**src/rtl/y_zigzag_rle.sv**
```systemverilog
// y_zigzag_rle: zigzag scan of one quantized 8x8 luma block into DC-diff, AC run/size/amp, ZRL and EOB symbols.
module y_zigzag_rle #(
  parameter int DATA_W = 11
) (
  input  logic                           clk,
  input  logic                           rst,
  input  logic                           enable,
  input  logic [0:7][0:7][DATA_W-1:0]    Q,
  input  logic                           dc_clear,
  output logic                           busy,
  output logic                           out_valid,
  input  logic                           out_ready,
  output logic                           out_is_dc,
  output logic [3:0]                     out_run,
  output logic [3:0]                     out_size,
  output logic [DATA_W-1:0]              out_amp,
  output logic                           out_eob,
  output logic                           out_zrl,
  output logic                           block_done
);
  typedef enum logic [2:0] {IDLE, DC, SCAN, EMIT, ZRL, EOB} state_t;
  localparam logic [5:0] zz [64] = '{
    6'd0,  6'd1,  6'd8,  6'd16, 6'd9,  6'd2,  6'd3,  6'd10,
    6'd17, 6'd24, 6'd32, 6'd25, 6'd18, 6'd11, 6'd4,  6'd5,
    6'd12, 6'd19, 6'd26, 6'd33, 6'd40, 6'd48, 6'd41, 6'd34,
    6'd27, 6'd20, 6'd13, 6'd6,  6'd7,  6'd14, 6'd21, 6'd28,
    6'd35, 6'd42, 6'd49, 6'd56, 6'd57, 6'd50, 6'd43, 6'd36,
    6'd29, 6'd22, 6'd15, 6'd23, 6'd30, 6'd37, 6'd44, 6'd51,
    6'd58, 6'd59, 6'd52, 6'd45, 6'd38, 6'd31, 6'd39, 6'd46,
    6'd53, 6'd60, 6'd61, 6'd54, 6'd47, 6'd55, 6'd62, 6'd63};
  localparam int SYM_W = DATA_W + 12;
  function automatic logic [3:0] size_of(input logic signed [DATA_W:0] v);
    logic [DATA_W:0] m;
    logic [3:0] s;
    m = v[DATA_W] ? -v : v;
    s = '0;
    for (int i = 0; i <= DATA_W; i++) if (m[i]) s = 4'(i + 1);
    return s;
  endfunction
  // negative values become (v-1) truncated to size bits, i.e. one's complement of |v|
  function automatic logic [DATA_W-1:0] amp_of(input logic signed [DATA_W:0] v, input logic [3:0] s);
    logic [DATA_W:0] t;
    t = v[DATA_W] ? v - (DATA_W+1)'(1) : v;
    for (int i = 0; i <= DATA_W; i++) if (i >= int'(s)) t[i] = 1'b0;
    return t[DATA_W-1:0];
  endfunction
  state_t                  r_state, w_state;
  logic [5:0]              r_k, w_k, r_run, w_run;
  logic [DATA_W-1:0]       r_pred, w_pred, w_pred_eff;
  logic [DATA_W-1:0]       r_blk [64];
  logic signed [DATA_W:0]  w_diff, w_ac;
  logic [3:0]              w_dc_size, w_ac_size;
  logic                    w_xfer, w_cap, w_done, w_busy;
  logic [SYM_W-1:0]        w_sym;
  assign w_xfer     = out_valid & out_ready;
  assign w_pred_eff = dc_clear ? '0 : r_pred;
  assign w_diff     = {Q[0][0][DATA_W-1], Q[0][0]} - {w_pred_eff[DATA_W-1], w_pred_eff};
  assign w_ac       = {r_blk[r_k][DATA_W-1], r_blk[r_k]};
  assign w_dc_size  = size_of(w_diff);
  assign w_ac_size  = size_of(w_ac);
  // w_sym packs {valid, is_dc, run, size, amp, eob, zrl}
  always_comb begin
    w_state = r_state;
    w_k     = r_k;
    w_run   = r_run;
    w_pred  = w_pred_eff;
    w_cap   = 1'b0;
    w_done  = 1'b0;
    w_busy  = busy;
    w_sym   = {out_valid, out_is_dc, out_run, out_size, out_amp, out_eob, out_zrl};
    case (r_state)
      IDLE: if (enable) begin
        w_cap   = 1'b1;
        w_pred  = Q[0][0];
        w_state = DC;
        w_busy  = 1'b1;
        w_sym   = {2'b11, 4'd0, w_dc_size, amp_of(w_diff, w_dc_size), 2'b00};
      end
      DC: if (w_xfer) begin
        w_state = SCAN;
        w_k     = 6'd1;
        w_run   = '0;
      end
      SCAN: if (r_blk[r_k] == '0) begin
        if (r_k == 6'd63) begin
          w_state = EOB;
          w_sym   = {2'b10, 4'd0, 4'd0, {DATA_W{1'b0}}, 2'b10};
        end else begin
          w_run = r_run + 6'd1;
          w_k   = r_k + 6'd1;
        end
      end else if (r_run >= 6'd16) begin
        w_state = ZRL;
        w_sym   = {2'b10, 4'd15, 4'd0, {DATA_W{1'b0}}, 2'b01};
      end else begin
        w_state = EMIT;
        w_sym   = {2'b10, r_run[3:0], w_ac_size, amp_of(w_ac, w_ac_size), 2'b00};
      end
      ZRL: if (w_xfer) begin
        w_state = SCAN;
        w_run   = r_run - 6'd16;
      end
      EMIT: if (w_xfer) begin
        w_run   = '0;
        w_k     = r_k + 6'd1;
        w_done  = r_k == 6'd63;
        w_state = r_k == 6'd63 ? IDLE : SCAN;
      end
      EOB: if (w_xfer) begin
        w_state = IDLE;
        w_done  = 1'b1;
      end
      default: w_state = IDLE;
    endcase
    if (w_xfer) w_sym = '0;
    if (w_done) w_busy = 1'b0;
  end
  always_ff @(posedge clk) begin
    if (!rst) begin
      r_state    <= IDLE;
      r_k        <= '0;
      r_run      <= '0;
      r_pred     <= '0;
      busy       <= 1'b0;
      block_done <= 1'b0;
      {out_valid, out_is_dc, out_run, out_size, out_amp, out_eob, out_zrl} <= '0;
    end else begin
      r_state    <= w_state;
      r_k        <= w_k;
      r_run      <= w_run;
      r_pred     <= w_pred;
      busy       <= w_busy;
      block_done <= w_done;
      {out_valid, out_is_dc, out_run, out_size, out_amp, out_eob, out_zrl} <= w_sym;
    end
  end
  // block is stored already in zigzag order so the scan indexes it linearly
  always_ff @(posedge clk) begin
    if (w_cap) for (int i = 0; i < 64; i++) r_blk[i] <= Q[zz[i][5:3]][zz[i][2:0]];
  end
endmodule

```
**config.mk**
```make
export PLATFORM = sky130hd
export DESIGN_NAME = y_zigzag_rle
export DESIGN_NICKNAME = d
export VERILOG_FILES = /design/src/rtl/y_zigzag_rle.sv
export SDC_FILE = /design/constraint.sdc
export NUM_CORES = 1
export LEC_CHECK = 0
export CAP_MARGIN = 25
export CORE_AREA = 2 2 286 288
export DETAILED_ROUTE_END_ITERATION = 10
export DIE_AREA = 0 0 288 290
export GPL_ROUTABILITY_DRIVEN = 0
export PLACE_DENSITY = 0.66
export REMOVE_ABC_BUFFERS = 1
export SLEW_MARGIN = 40
export SYNTH_ARGS = -nofsm -noshare
export SYNTH_HDL_FRONTEND = slang
export SYNTH_SLANG_ARGS = --single-unit
```
**constraint.sdc**
```tcl
create_clock -name clk -period 42.2 [get_ports clk]
set_clock_uncertainty 0.05 [all_clocks]
set_input_delay 8.44 -clock clk [delete_from_list [all_inputs] [get_ports clk]]
set_output_delay 8.44 -clock clk [all_outputs]
set_load 0.05 [all_outputs]
```
==> results_dict.tcl <==
set metrics [dict create \
    yosys.area.top_type "edfxtp_1" \
    dpl.hpwl_mm 73.5 \
    cts_buffer_depth 3 \
    design_area_sq_um 43100 \
    fill_cells 6457 \
    syn_area_per_cell_sq_um 17.3 \
    drt-initial-drc-count 1840 \
    ys.warnings.count 0 \
    crit_required_ps 42700 \
    ant_nets 0 \
    netlist_area_sq_um 31800 \
    hold_buffers 0 \
    synthArstFlopShare 0 \
    cap_violations 0 \
    grt_first_pass_wirelength_mm 140 \
    htree_levels 3 \
    ir_worst_vdd_uv 35.6 \
    max_freq_mhz 75.7 \
    dp_slack_ps 28510 \
    vias_per_cell 5.39 \
    routed_wl_mm 97.9 \
    mostFrequentLayoutCell "clkdlybuf4s50_1" \
    synth-edff-count 704 \
    synth_area_leaders "edfxtp_1 (66%), mux4_2 (9.8%), dfxtp_1 (3.6%), mux2i_1 (2.5%), mux4_1 (1.2%)" \
    final_layout_size_suffix_gt1_frac 0.123 \
    startpoint_type "primary input" \
    dr.pass1.iters 8 \
    yosysSeqAreaShare 0.700 \
    portBuffers 733 \
    postCtsSetupRepairBufs 0 \
    setup.worst_path.end_class "flop" \
    post_dp_cell_area_sq_um 40200 \
    setup_viol 0 \
    synthCells 1841 \
    cts_resized 0 \
    wl_per_cell_um 26.2 \
    tightestPinTransition_ps 822 \
    critPathKind "in -> reg" \
    drc 0 \
    cts_tree "yes" \
    layout.nets 3322 \
    powerDensity_nw_per_um2 46.7 \
    min_path_type "reg -> reg" \
    status "finished clean" \
    syn2layout_area_growth_pct 35.2 \
    die_h_um 290 \
    dieArea_sq_um 83500 \
    synth_top_area_frac 0.664 \
    core_area_sq_um 80200 \
    ys_types 86 \
    ff2ff_path_depth 16 \
    fp-row-count 104 \
    cts_buffers 82 \
    p_leak_nw 14.1 \
    clkLatencyLatePin_ps 650 \
    start_util 0.397 \
    boundaryPins 734 \
    hold_viol 0 \
    period_share 0.313 \
    ys_seq_elements 761 \
    grt_usage 0.231 \
    grt_pass1_vias 21300 \
    overflow 0 \
    layout_common_cells "clkdlybuf4s50_1 (733), edfxtp_1 (704), mux4_2 (139), nand2_1 (105), clkbuf_16 (83)" \
    clk_pin_slew_ps 60 \
    clkSinkCount 761 \
    synth_top_flop_cell "edfxtp_1" \
    die_w_um 288 \
    fin_tns_setup_ps 0 \
    grt_setup_unrepaired "no" \
    setup_slack_ps 29000 \
    maxSlewHeadroom 0.450 \
    whs_path_depth 2 \
    fin_crit_ps 13200 \
    cp.arrival_ps 13700 \
    grt_max_degree 132 \
    antenna_found_initial 24 \
    drv_slew 0 \
    vias 20100 \
    cts_root_buffer "clkbuf_16" \
    worst-path-max-fanout 11 \
]
[path summary, 6_finish.rpt]
path | start | to | slack, ps
max reg2reg | flop | flop | 35930
min | out_run[0]$_SDFFE_PP0P_ | out_run[0]$_SDFFE_PP0P_ | 450
max | dc_clear | out_amp[9]$_SDFFE_PP0P_ | 29000
min reg2reg | out_run[0]$_SDFFE_PP0P_ | out_run[0]$_SDFFE_PP0P_ | 450
[final cells by class]
| type | count | area (sq um) | area share |
|---|---|---|---|
| clock buffers | 104 | 2170 | 0.0503 |
| clock inverters | 46 | 588 | 0.0137 |
| inverters | 29 | 121 | 0.00282 |
| repair buffers | 762 | 7630 | 0.177 |
| diodes | 14 | 35.0 | 0.000814 |
| well taps | 1060 | 1330 | 0.0308 |
| flip-flops and latches | 761 | 22300 | 0.518 |
| multi-input cells | 958 | 8900 | 0.207 |
[report_power, final]
group	switching, mW	total, mW	internal [mW]	leakage [nW]
clock network	0.304	0.728	0.424	1.31
registers	0.0317	0.983	0.951	7.13
logic	0.164	0.299	0.135	5.66
[cell usage after synthesis (all sizes together), types with 11 or more instances]
| cell type | number |
|---|---|
| a21oi | 52 |
| mux2i | 78 |
| o22ai | 14 |
| nand2 | 106 |
| nand3 | 43 |
| edfxtp | 704 |
| a31oi | 13 |
| nor2 | 73 |
| and3 | 14 |
| and2 | 22 |
| nand2b | 22 |
| nor2b | 17 |
| mux4 | 154 |
| inv | 28 |
| buf | 56 |
| xnor2 | 26 |
| ha | 18 |
| dfxtp | 57 |
| o21ai | 49 |
| a221oi | 11 |
| nor3 | 29 |
| a22oi | 29 |
| a211oi | 16 |
| clkbuf | 36 |
[flip-flops by register name (all words and copies together) (netlist names), 3 cells and up, named ones only]
name / cells
r_state: 3
r_pred: 11
r_blk: 704
out_run: 4
r_run: 6
out_size: 4
r_k: 6
out_amp: 11
[worst max-delay path, cell delays in order]
cell	delay, ps
clkdlybuf4s50_1	590
nor2b_1	290
ha_1	220
inv_1	60
fa_1	490
a211oi_1	430
nor3_1	140
or3b_2	580
nor4b_1	580
o21ai_0	360
o21ai_0	260
nand2_1	90
a221oi_1	580
nor3b_1	110
nor4_1	180
o21ai_0	130
a21oi_1	150
[metal layers]
| metal | share of wire | routed length, um | GRT usage | vias up |
|---|---|---|---|---|
| met4 | 0.021 | 2060 | 0.0663 | 24 |
| met3 | 0.069 | 6770 | 0.0515 | 148 |
| li1 | - | - | - | 9000 |
| met2 | 0.53 | 51500 | 0.409 | 861 |
| met5 | 0.0018 | 172 | 0 | - |
| met1 | 0.38 | 37500 | 0.280 | 10100 |
[cell families (layout without fill, tap and decap cells)]
| group | count (synthesis) | in the layout | synth area share |
|---|---|---|---|
| buffers and inverters | 122 | 941 | 0.0222 |
| adder cells (fa/ha/maj) | 19 | 19 | 0.00770 |
| AND/OR/NAND/NOR | 381 | 381 | 0.0604 |
| other | 0 | 14 | 0 |
| multiplexers | 239 | 239 | 0.138 |
| flip-flops | 761 | 761 | 0.700 |
| XOR/XNOR | 34 | 34 | 0.00959 |
| AO/OA/AOI/OAI | 285 | 285 | 0.0629 |
[through the flow]
| stage | total power, mW | std cells | hold slack, ps | utilization |
|---|---|---|---|---|
| after floorplan | 1.24 | 1748 | 419 | - |
| after global placement | 1.28 | 3568 | 418 | 0.501 |
| after detailed placement | 1.30 | 3569 | 440 | 0.502 |
| after CTS | 2.02 | 3719 | 449 | 0.536 |
| after global routing | 2.08 | 3732 | 470 | 0.537 |
| final | 2.01 | 3734 | 454 | 0.537 |
Note: power is estimated with default switching activity, not from simulation.
